`src/rtl/arb_pkg.sv`:
```
// Shared types and constants for the four-way grant arbiter.
// Holds the arbiter state enum, requester count/index width and index type,
// plus a helper that turns an encoded index into a one-hot vector.
package arb_pkg;

   localparam int ARB_N   = 4;
   localparam int ARB_IDW = 2;

   typedef logic [ARB_IDW-1:0] arb_id_t;

   typedef enum logic {
      ARB_IDLE,
      ARB_GRANT
   } arb_state_t;

   function automatic logic [ARB_N-1:0] arb_onehot(input arb_id_t id);
      logic [ARB_N-1:0] vec;
      vec     = '0;
      vec[id] = 1'b1;
      return vec;
   endfunction

endpackage

```
`src/rtl/rr_pick4.sv`:
```
// Rotating-priority winner pick over four level requests (purely combinational, zero latency).
// Ports: req[3:0] requests, ptr[1:0] highest-priority index; win_id[1:0] winner, win_vld any request.
// No backpressure: the result follows the inputs within the same cycle.
module rr_pick4
   import arb_pkg::*;
(
   input  logic [ARB_N-1:0] req,
   input  arb_id_t          ptr,
   output arb_id_t          win_id,
   output logic             win_vld
);

   arb_id_t idx;

   // Search order is ptr, ptr-1, ptr-2, ptr-3. Walking it backwards lets the
   // highest-priority set bit overwrite the lower ones without an early exit.
   always_comb begin
      win_id  = '0;
      win_vld = 1'b0;
      idx     = '0;
      for (int i = ARB_N - 1; i >= 0; i--) begin
         idx = ptr - arb_id_t'(i);
         if (req[idx]) begin
            win_id  = idx;
            win_vld = 1'b1;
         end
      end
   end

endmodule

```
`src/rtl/rr_arbiter4.sv`:
```
// Four-requester grant arbiter with hold-until-release and optional hold-limit revocation.
// Ports: clk, rst_n (async low), req[3:0], done in; gnt[3:0], gnt_id[1:0], busy, timeout out (all registered).
// Latency: grant one edge after req is seen idle; release one edge after done/req-drop/limit; no preemption.
module rr_arbiter4
   import arb_pkg::*;
#(
   parameter bit RR_EN    = 1'b1,
   parameter int MAX_HOLD = 8
)
(
   input  logic             clk,
   input  logic             rst_n,
   input  logic [ARB_N-1:0] req,
   input  logic             done,
   output logic [ARB_N-1:0] gnt,
   output arb_id_t          gnt_id,
   output logic             busy,
   output logic             timeout
);

   // Counter still needs one bit when the hold limit is disabled.
   localparam int            CW   = (MAX_HOLD > 0) ? $clog2(MAX_HOLD + 1) : 1;
   localparam logic [CW-1:0] LAST = CW'((MAX_HOLD > 0) ? MAX_HOLD - 1 : 0);
   localparam arb_id_t       PTR_TOP = arb_id_t'(ARB_N - 1);

   arb_state_t    state;
   arb_id_t       ptr;
   logic [CW-1:0] hold_cnt;

   arb_id_t win_id;
   logic    win_vld;
   logic    holder_req;
   logic    hold_lim;
   logic    rel;

   rr_pick4 u_pick (
      .req     (req),
      .ptr     (ptr),
      .win_id  (win_id),
      .win_vld (win_vld)
   );

   assign holder_req = req[gnt_id];
   assign hold_lim   = (MAX_HOLD > 0) && (hold_cnt == LAST);
   assign rel        = done || !holder_req || hold_lim;

   always_ff @(posedge clk or negedge rst_n) begin
      if (!rst_n) begin
         state    <= ARB_IDLE;
         ptr      <= PTR_TOP;
         hold_cnt <= '0;
         gnt      <= '0;
         gnt_id   <= '0;
         busy     <= 1'b0;
         timeout  <= 1'b0;
      end else begin
         timeout <= 1'b0;
         case (state)
            ARB_IDLE: begin
               if (win_vld) begin
                  state    <= ARB_GRANT;
                  gnt      <= arb_onehot(win_id);
                  gnt_id   <= win_id;
                  busy     <= 1'b1;
                  hold_cnt <= '0;
                  // Last winner drops to lowest priority in rotating mode.
                  ptr      <= RR_EN ? arb_id_t'(win_id - 1'b1) : PTR_TOP;
               end
            end
            ARB_GRANT: begin
               if (rel) begin
                  state   <= ARB_IDLE;
                  gnt     <= '0;
                  gnt_id  <= '0;
                  busy    <= 1'b0;
                  // Only a pure limit expiry counts as a revocation; a
                  // coincident done or request drop is a normal release.
                  timeout <= hold_lim && !done && holder_req;
               end else begin
                  hold_cnt <= hold_cnt + 1'b1;
               end
            end
            default: state <= ARB_IDLE;
         endcase
      end
   end

endmodule

```
`config.mk`:
```
export PLATFORM = sky130hd
export DESIGN_NAME = rr_arbiter4
export DESIGN_NICKNAME = d
export VERILOG_FILES = /design/src/rtl/arb_pkg.sv /design/src/rtl/rr_pick4.sv /design/src/rtl/rr_arbiter4.sv
export SDC_FILE = /design/constraint.sdc
export NUM_CORES = 1
export LEC_CHECK = 0
export CELL_PAD_IN_SITES_DETAIL_PLACEMENT = 1
export CELL_PAD_IN_SITES_GLOBAL_PLACEMENT = 1
export CORE_ASPECT_RATIO = 1.1
export CORE_MARGIN = 4
export CORE_UTILIZATION = 40
export CTS_CLUSTER_DIAMETER = 60
export CTS_CLUSTER_SIZE = 16
export DETAILED_ROUTE_END_ITERATION = 8
export PLACE_DENSITY = 0.91
export SYNTH_ARGS = -nofsm -noshare
export SYNTH_HDL_FRONTEND = slang
export SYNTH_SLANG_ARGS = --single-unit
```
`constraint.sdc`:
```
create_clock -name clk -period 5.3 [get_ports clk]
set_input_delay 1.06 -clock clk [delete_from_list [all_inputs] [get_ports clk]]
set_output_delay 1.06 -clock clk [all_outputs]
set_load 0.01 [all_outputs]
```
# Word-level counts from Yosys, hierarchy flattened
# Index checks and enable logic that the tools add are counted.
[word_totals]
regBits = 15
in_bits = 7
output_inout_bits = 8
elab_cells = 71
[op_classes]
addsub = 5
n_lt_le_gt_ge = 7
eq_ne = 4
muxes = 37
bitwise_logic = 1
n_reduce_logical = 10
[ops]
columns = ["operator", "n"]
rows = [
  ["$lt 2x3->1 const B", 6],
  ["$mux 1", 16],
  ["$mux 4", 4],
  ["$pmux 4 s2", 2],
  ["$mux 2", 6],
  ["$bmux 1 s2", 5],
  ["$reduce_and 2->1", 3],
  ["$add 4x1->4 const B", 1],
  ["$eq 4x3->1 const B", 1],
  ["$ne 2x1->1 const B", 2],
  ["$pmux 1 s2", 2],
  ["$pmux 2 s2", 1],
  ["$sub 2x1->2 const B", 2],
  ["$sub 2x2->2 const B", 2],
  ["$logic_and 1x1->1", 3],
  ["$demux 1 s2", 1],
  ["$ge 2x1->1 const B", 1],
  ["$logic_not 1->1", 2],
  ["$logic_or 1x1->1", 2],
  ["$ne 2x2->1 const B", 1],
  ["$not 1->1", 1],
]

# Longest topological paths before layout
[logic_depth]
word_depth = 13
ltp_mapped = 6

# Hierarchy
# A second synthesis with hierarchy kept.
[hier_totals]
cells_unflattened = 96
hier_area_um2 = 930.9
[modules_own_cells]
columns = ["module", "instances", "cells_each", "area_each_um2"]
rows = [
  ["rr_arbiter4", 1, 83, 838.3],
  ["rr_pick4", 1, 13, 92.6],
]

# Worst setup path before layout
# Ideal clock, no wire load.
[synth_path]
path_type = "input port to flip-flop"
startpoint = "input port req[2]"
endpoint = "register gnt[2]"
arrival_time_ps = 2189
required_ps = 5146
setup_slack_ps = 2957
path_stages = 6
path_buffers = 1
cell_sequence = "mux4_1 -> nor2b_4 -> and3_2 -> buf_6 -> a21oi_1 -> o21ai_0"
[synth_between]
elab_chain_cells = 12
elab_cells_between_ends = 31
[synth_rtl]
columns = ["element", "line", "text"]
rows = [
  ["start: declaration", "rr_arbiter4.sv:13", "input logic [ARB_N-1:0] req,"],
  ["$bmux 1 s2", "rr_pick4.sv:23", "if (req[idx]) begin"],
  ["$mux 1 (not written as such)", "rr_pick4.sv:23", ""],
  ["$mux 2 (4 in a row)", "rr_pick4.sv:23", ""],
  ["$lt 2x3->1 (not written as such) / $ge 2x1->1 (equally long branches)", "arb_pkg.sv:19", "vec[id] = 1'b1;"],
  ["$logic_and 1x1->1 (not written as such)", "arb_pkg.sv:19", ""],
  ["$mux 1 (not written as such)", "arb_pkg.sv:19", ""],
  ["$demux 1 s2", "arb_pkg.sv:19", ""],
  ["$mux 4", "rr_arbiter4.sv:60", "if (win_vld) begin"],
  ["$pmux 4 s2", "rr_arbiter4.sv:58", "case (state)"],
  ["end signal: assignment", "rr_arbiter4.sv:62", "gnt <= arb_onehot(win_id);"],
  ["end: declaration", "rr_arbiter4.sv:15", "output logic [ARB_N-1:0] gnt,"],
]
# Parallel ways exist; a longest one is shown, timed or not. The select of a mux whose other input is x is not followed.
# A chain may end at the register's enable or synchronous reset.

# Final worst setup path
[layout_path]
startpoint = "input port req[1]"
endpoint = "register gnt[0]"
# Same word-level chain as after synthesis.

==> flow_metrics.py <==
metrics = {
    "global_route": {
        "first_global_vias": 774,
        "grt_max_degree": 17,
        "grt_overflow": 0,
        "grt_pass1_wl_mm": 3.59,
        "antenna_found_initial": 0,
        "grt_usage_pct": 17.7,
    },
    "yosys": {
        "synth_area_leaders": "dfrtp_1 40%, o21ai_0 6.8%, dfstp_2 6.5%, nand2_1 5.6%, a21oi_1 5.0%",
        "syn_avg_cell_area_um2": 9.14,
        "yosys_warnings": 0,
        "synth_top_area_cell": "dfrtp_1",
        "synth_top_area_share_pct": 40.4,
        "netlist_instances": 88,
        "ys_types": 27,
        "synth-seq-cells": 15,
        "syn_area_um2": 805,
        "synth_nets": 96,
        "ys_seq_area_share_pct": 47.0,
    },
    "detailed_routing": {
        "totalWireLength_mm": 2.02,
        "via_count": 730,
        "avgRoutedWirePerCell_um": 15.6,
        "viasPerCell": 5.62,
        "drtAntennaViolNets": 0,
        "drcViolationCount": 0,
        "dr.pass1.iters": 4,
        "drt_iter0_markers": 5,
    },
    "floorplanning": {
        "fp-row-count": 16,
        "fp.dieArea_um2": 2790,
        "start_util_pct": 43.7,
        "core_um2": 1840,
        "ios": 15,
        "die_width_um": 50.8,
        "die_h_um": 55.0,
    },
    "worst_setup_path": {
        "worstPathArrival_ns": 2.86,
        "path_class": "in -> reg",
        "reg2regPathDepth": 5,
        "critPathRequiredTime_ns": 5.46,
        "endpoint_kind": "flip-flop",
        "crit_path_max_fanout": 7,
        "critPathLaunchType": "input port",
    },
    "sta": {
        "hold_violations": 0,
        "worst_slew_pin_slew_ns": 1.03,
        "setup_ws_ns": 2.60,
        "period_share_pct": 50.9,
        "skew_ns": 0.00533,
        "rsz0062_at_grt": "false",
        "drv_slew": 0,
        "slew_headroom_pct": 31.0,
        "setup_viol": 0,
        "max_freq_mhz": 370,
        "period_needed_ns": 2.70,
        "final.setup.tns_ns": 0,
        "finalHoldWorstSlack_ns": 0.520,
    },
    "finish": {
        "ff_latch_area_um2": 378,
        "fin_area_um2": 990,
        "layout_commonest_cell": "clkdlybuf4s50_1",
        "nFillCells": 220,
        "drive_gt1_share_pct": 8.74,
        "layout_common_cells": "14 x clkdlybuf4s50_1, 13 x dfrtp_1, 12 x nand2_1",
        "final_cells": 130,
        "area_delta_synth_final_pct": 23.0,
        "layout.nets": 112,
        "multi_input_area_um2": 389,
        "num_antenna_cells": 0,
        "utilization_pct": 53.7,
    },
    "clock_network": {
        "holdBufCountCts": 0,
        "clock_sinks": 15,
        "root_buffer": "clkbuf_4",
        "clk_latency_ns": 0.29,
        "cts_setup_buffers": 0,
        "h-tree-depth": 1,
        "cts_tree": "built",
        "clockBufferDepth": 2,
        "cts_resized": 0,
        "cts_buffers": 3,
        "path_clk_slew_ns": 0.09,
    },
    "power": {
        "p_leak_nw": 0.419,
        "power.total_mw": 0.471,
        "powerDensity_nw_per_um2": 476,
        "peakVddDrop_mv": 0.255,
    },
    "placed_design": {
        "pre_cts_ws_ns": 2.32,
        "dpl_cell_area_um2": 963,
        "io_buffers": 14,
        "dp_cells": 126,
        "place_hpwl_mm": 1.50,
        "gp_congestion": 0.774,
    },
    "worst_hold_path": {
        "min_path_cells": 2,
        "holdCritPathClass": "reg -> reg",
    },
    "flow_run": {
        "drv_cap": 0,
    },
    "run_status": {
        "status": "finished, final reports clean",
    },
}
-- metal layers --
| layer | up-vias | GRT usage (%) | part of all wire [%] |
|---|---|---|---|
| met3 | 5 | 3.75 | 4.2 |
| li1 | 347 | - | - |
| met2 | 20 | 33.0 | 52 |
| met5 | - | 0 | 0 |
| met4 | 0 | 9.42 | 2.2 |
| met1 | 358 | 19.1 | 42 |
-- final cells by class --
cell class | count | share of cell area [%]
Clock buffer | 4 | 2.65
Timing Repair Buffer | 15 | 14.9
Multi-Input combinational cell | 65 | 39.3
Inverter | 4 | 1.52
Tap cell | 27 | 3.41
Sequential cell | 15 | 38.2
-- report_power, final --
group / switching, mW / internal [mW] / total (mW) / leakage (nW)
registers: 0.0517 / 0.161 / 0.212 / 0.192
logic: 0.0931 / 0.0979 / 0.191 / 0.212
clock network: 0.0386 / 0.0293 / 0.0679 / 0.0150
total: 0.183 / 0.288 / 0.471 / 0.419
-- path summary, 6_finish.rpt --
path | startpoint | to | slack, ns
worst max-delay path | req[1] | gnt[0] | 2.60
worst min register to register | ptr[0] | ptr[0] | 0.52
worst min-delay path | ptr[0] | ptr[0] | 0.52
max in group asynchronous | rst_n | hold_cnt[0] | 3.67
worst max register to register | gnt_id[1] | gnt[2] | 3.48
min in group asynchronous | rst_n | gnt_id[0] | 1.18
-- kinds of logic (layout without fill, tap and decap cells) --
kind of cell    after synthesis  count (layout)  synth area share, %
flops                        15              15                 47.0
fa+ha+maj                     1               1                 1.55
xor+xnor                      1               1                 1.09
mux                           1               1                 3.27
compound gates               24              24                 17.1
simple gates                 38              38                 25.4
buf+inv                       8              23                 4.66
-- worst max-delay path: stages --
cell	delay, ns
clkdlybuf4s50_1	0.59
nor2_1	0.08
o32ai_1	0.84
o31a_1	0.22
o21ai_0	0.07
-- state kept, by name, summed over array words and instances (netlist names) --
| register | count |
|---|---|
| hold_cnt | 4 |
| gnt | 4 |
| busy | 1 |
| gnt_id | 2 |
| state | 1 |
| timeout | 1 |
| ptr | 2 |
-- synth_stat cells --
library cell  instances
or2_2                 1
nor3_1                1
dfstp_2               2
and3_2                1
nand2_1              12
nor2b_4               1
o32ai_1               1
mux4_1                1
and3b_1               1
nand4_1               1
dfrtp_1              13
inv_1                 4
clkbuf_1              3
o31a_1                1
a21oi_1               8
nor2_1                5
nand3_1               8
nor2b_1               1
nor4_1                1
a22oi_1               1
or4b_1                1
o21ai_0              11
xor2_1                1
buf_6                 1
nand3b_1              4
ha_1                  1
a221oi_1              2
Note: power is estimated with default switching activity, not from simulation.
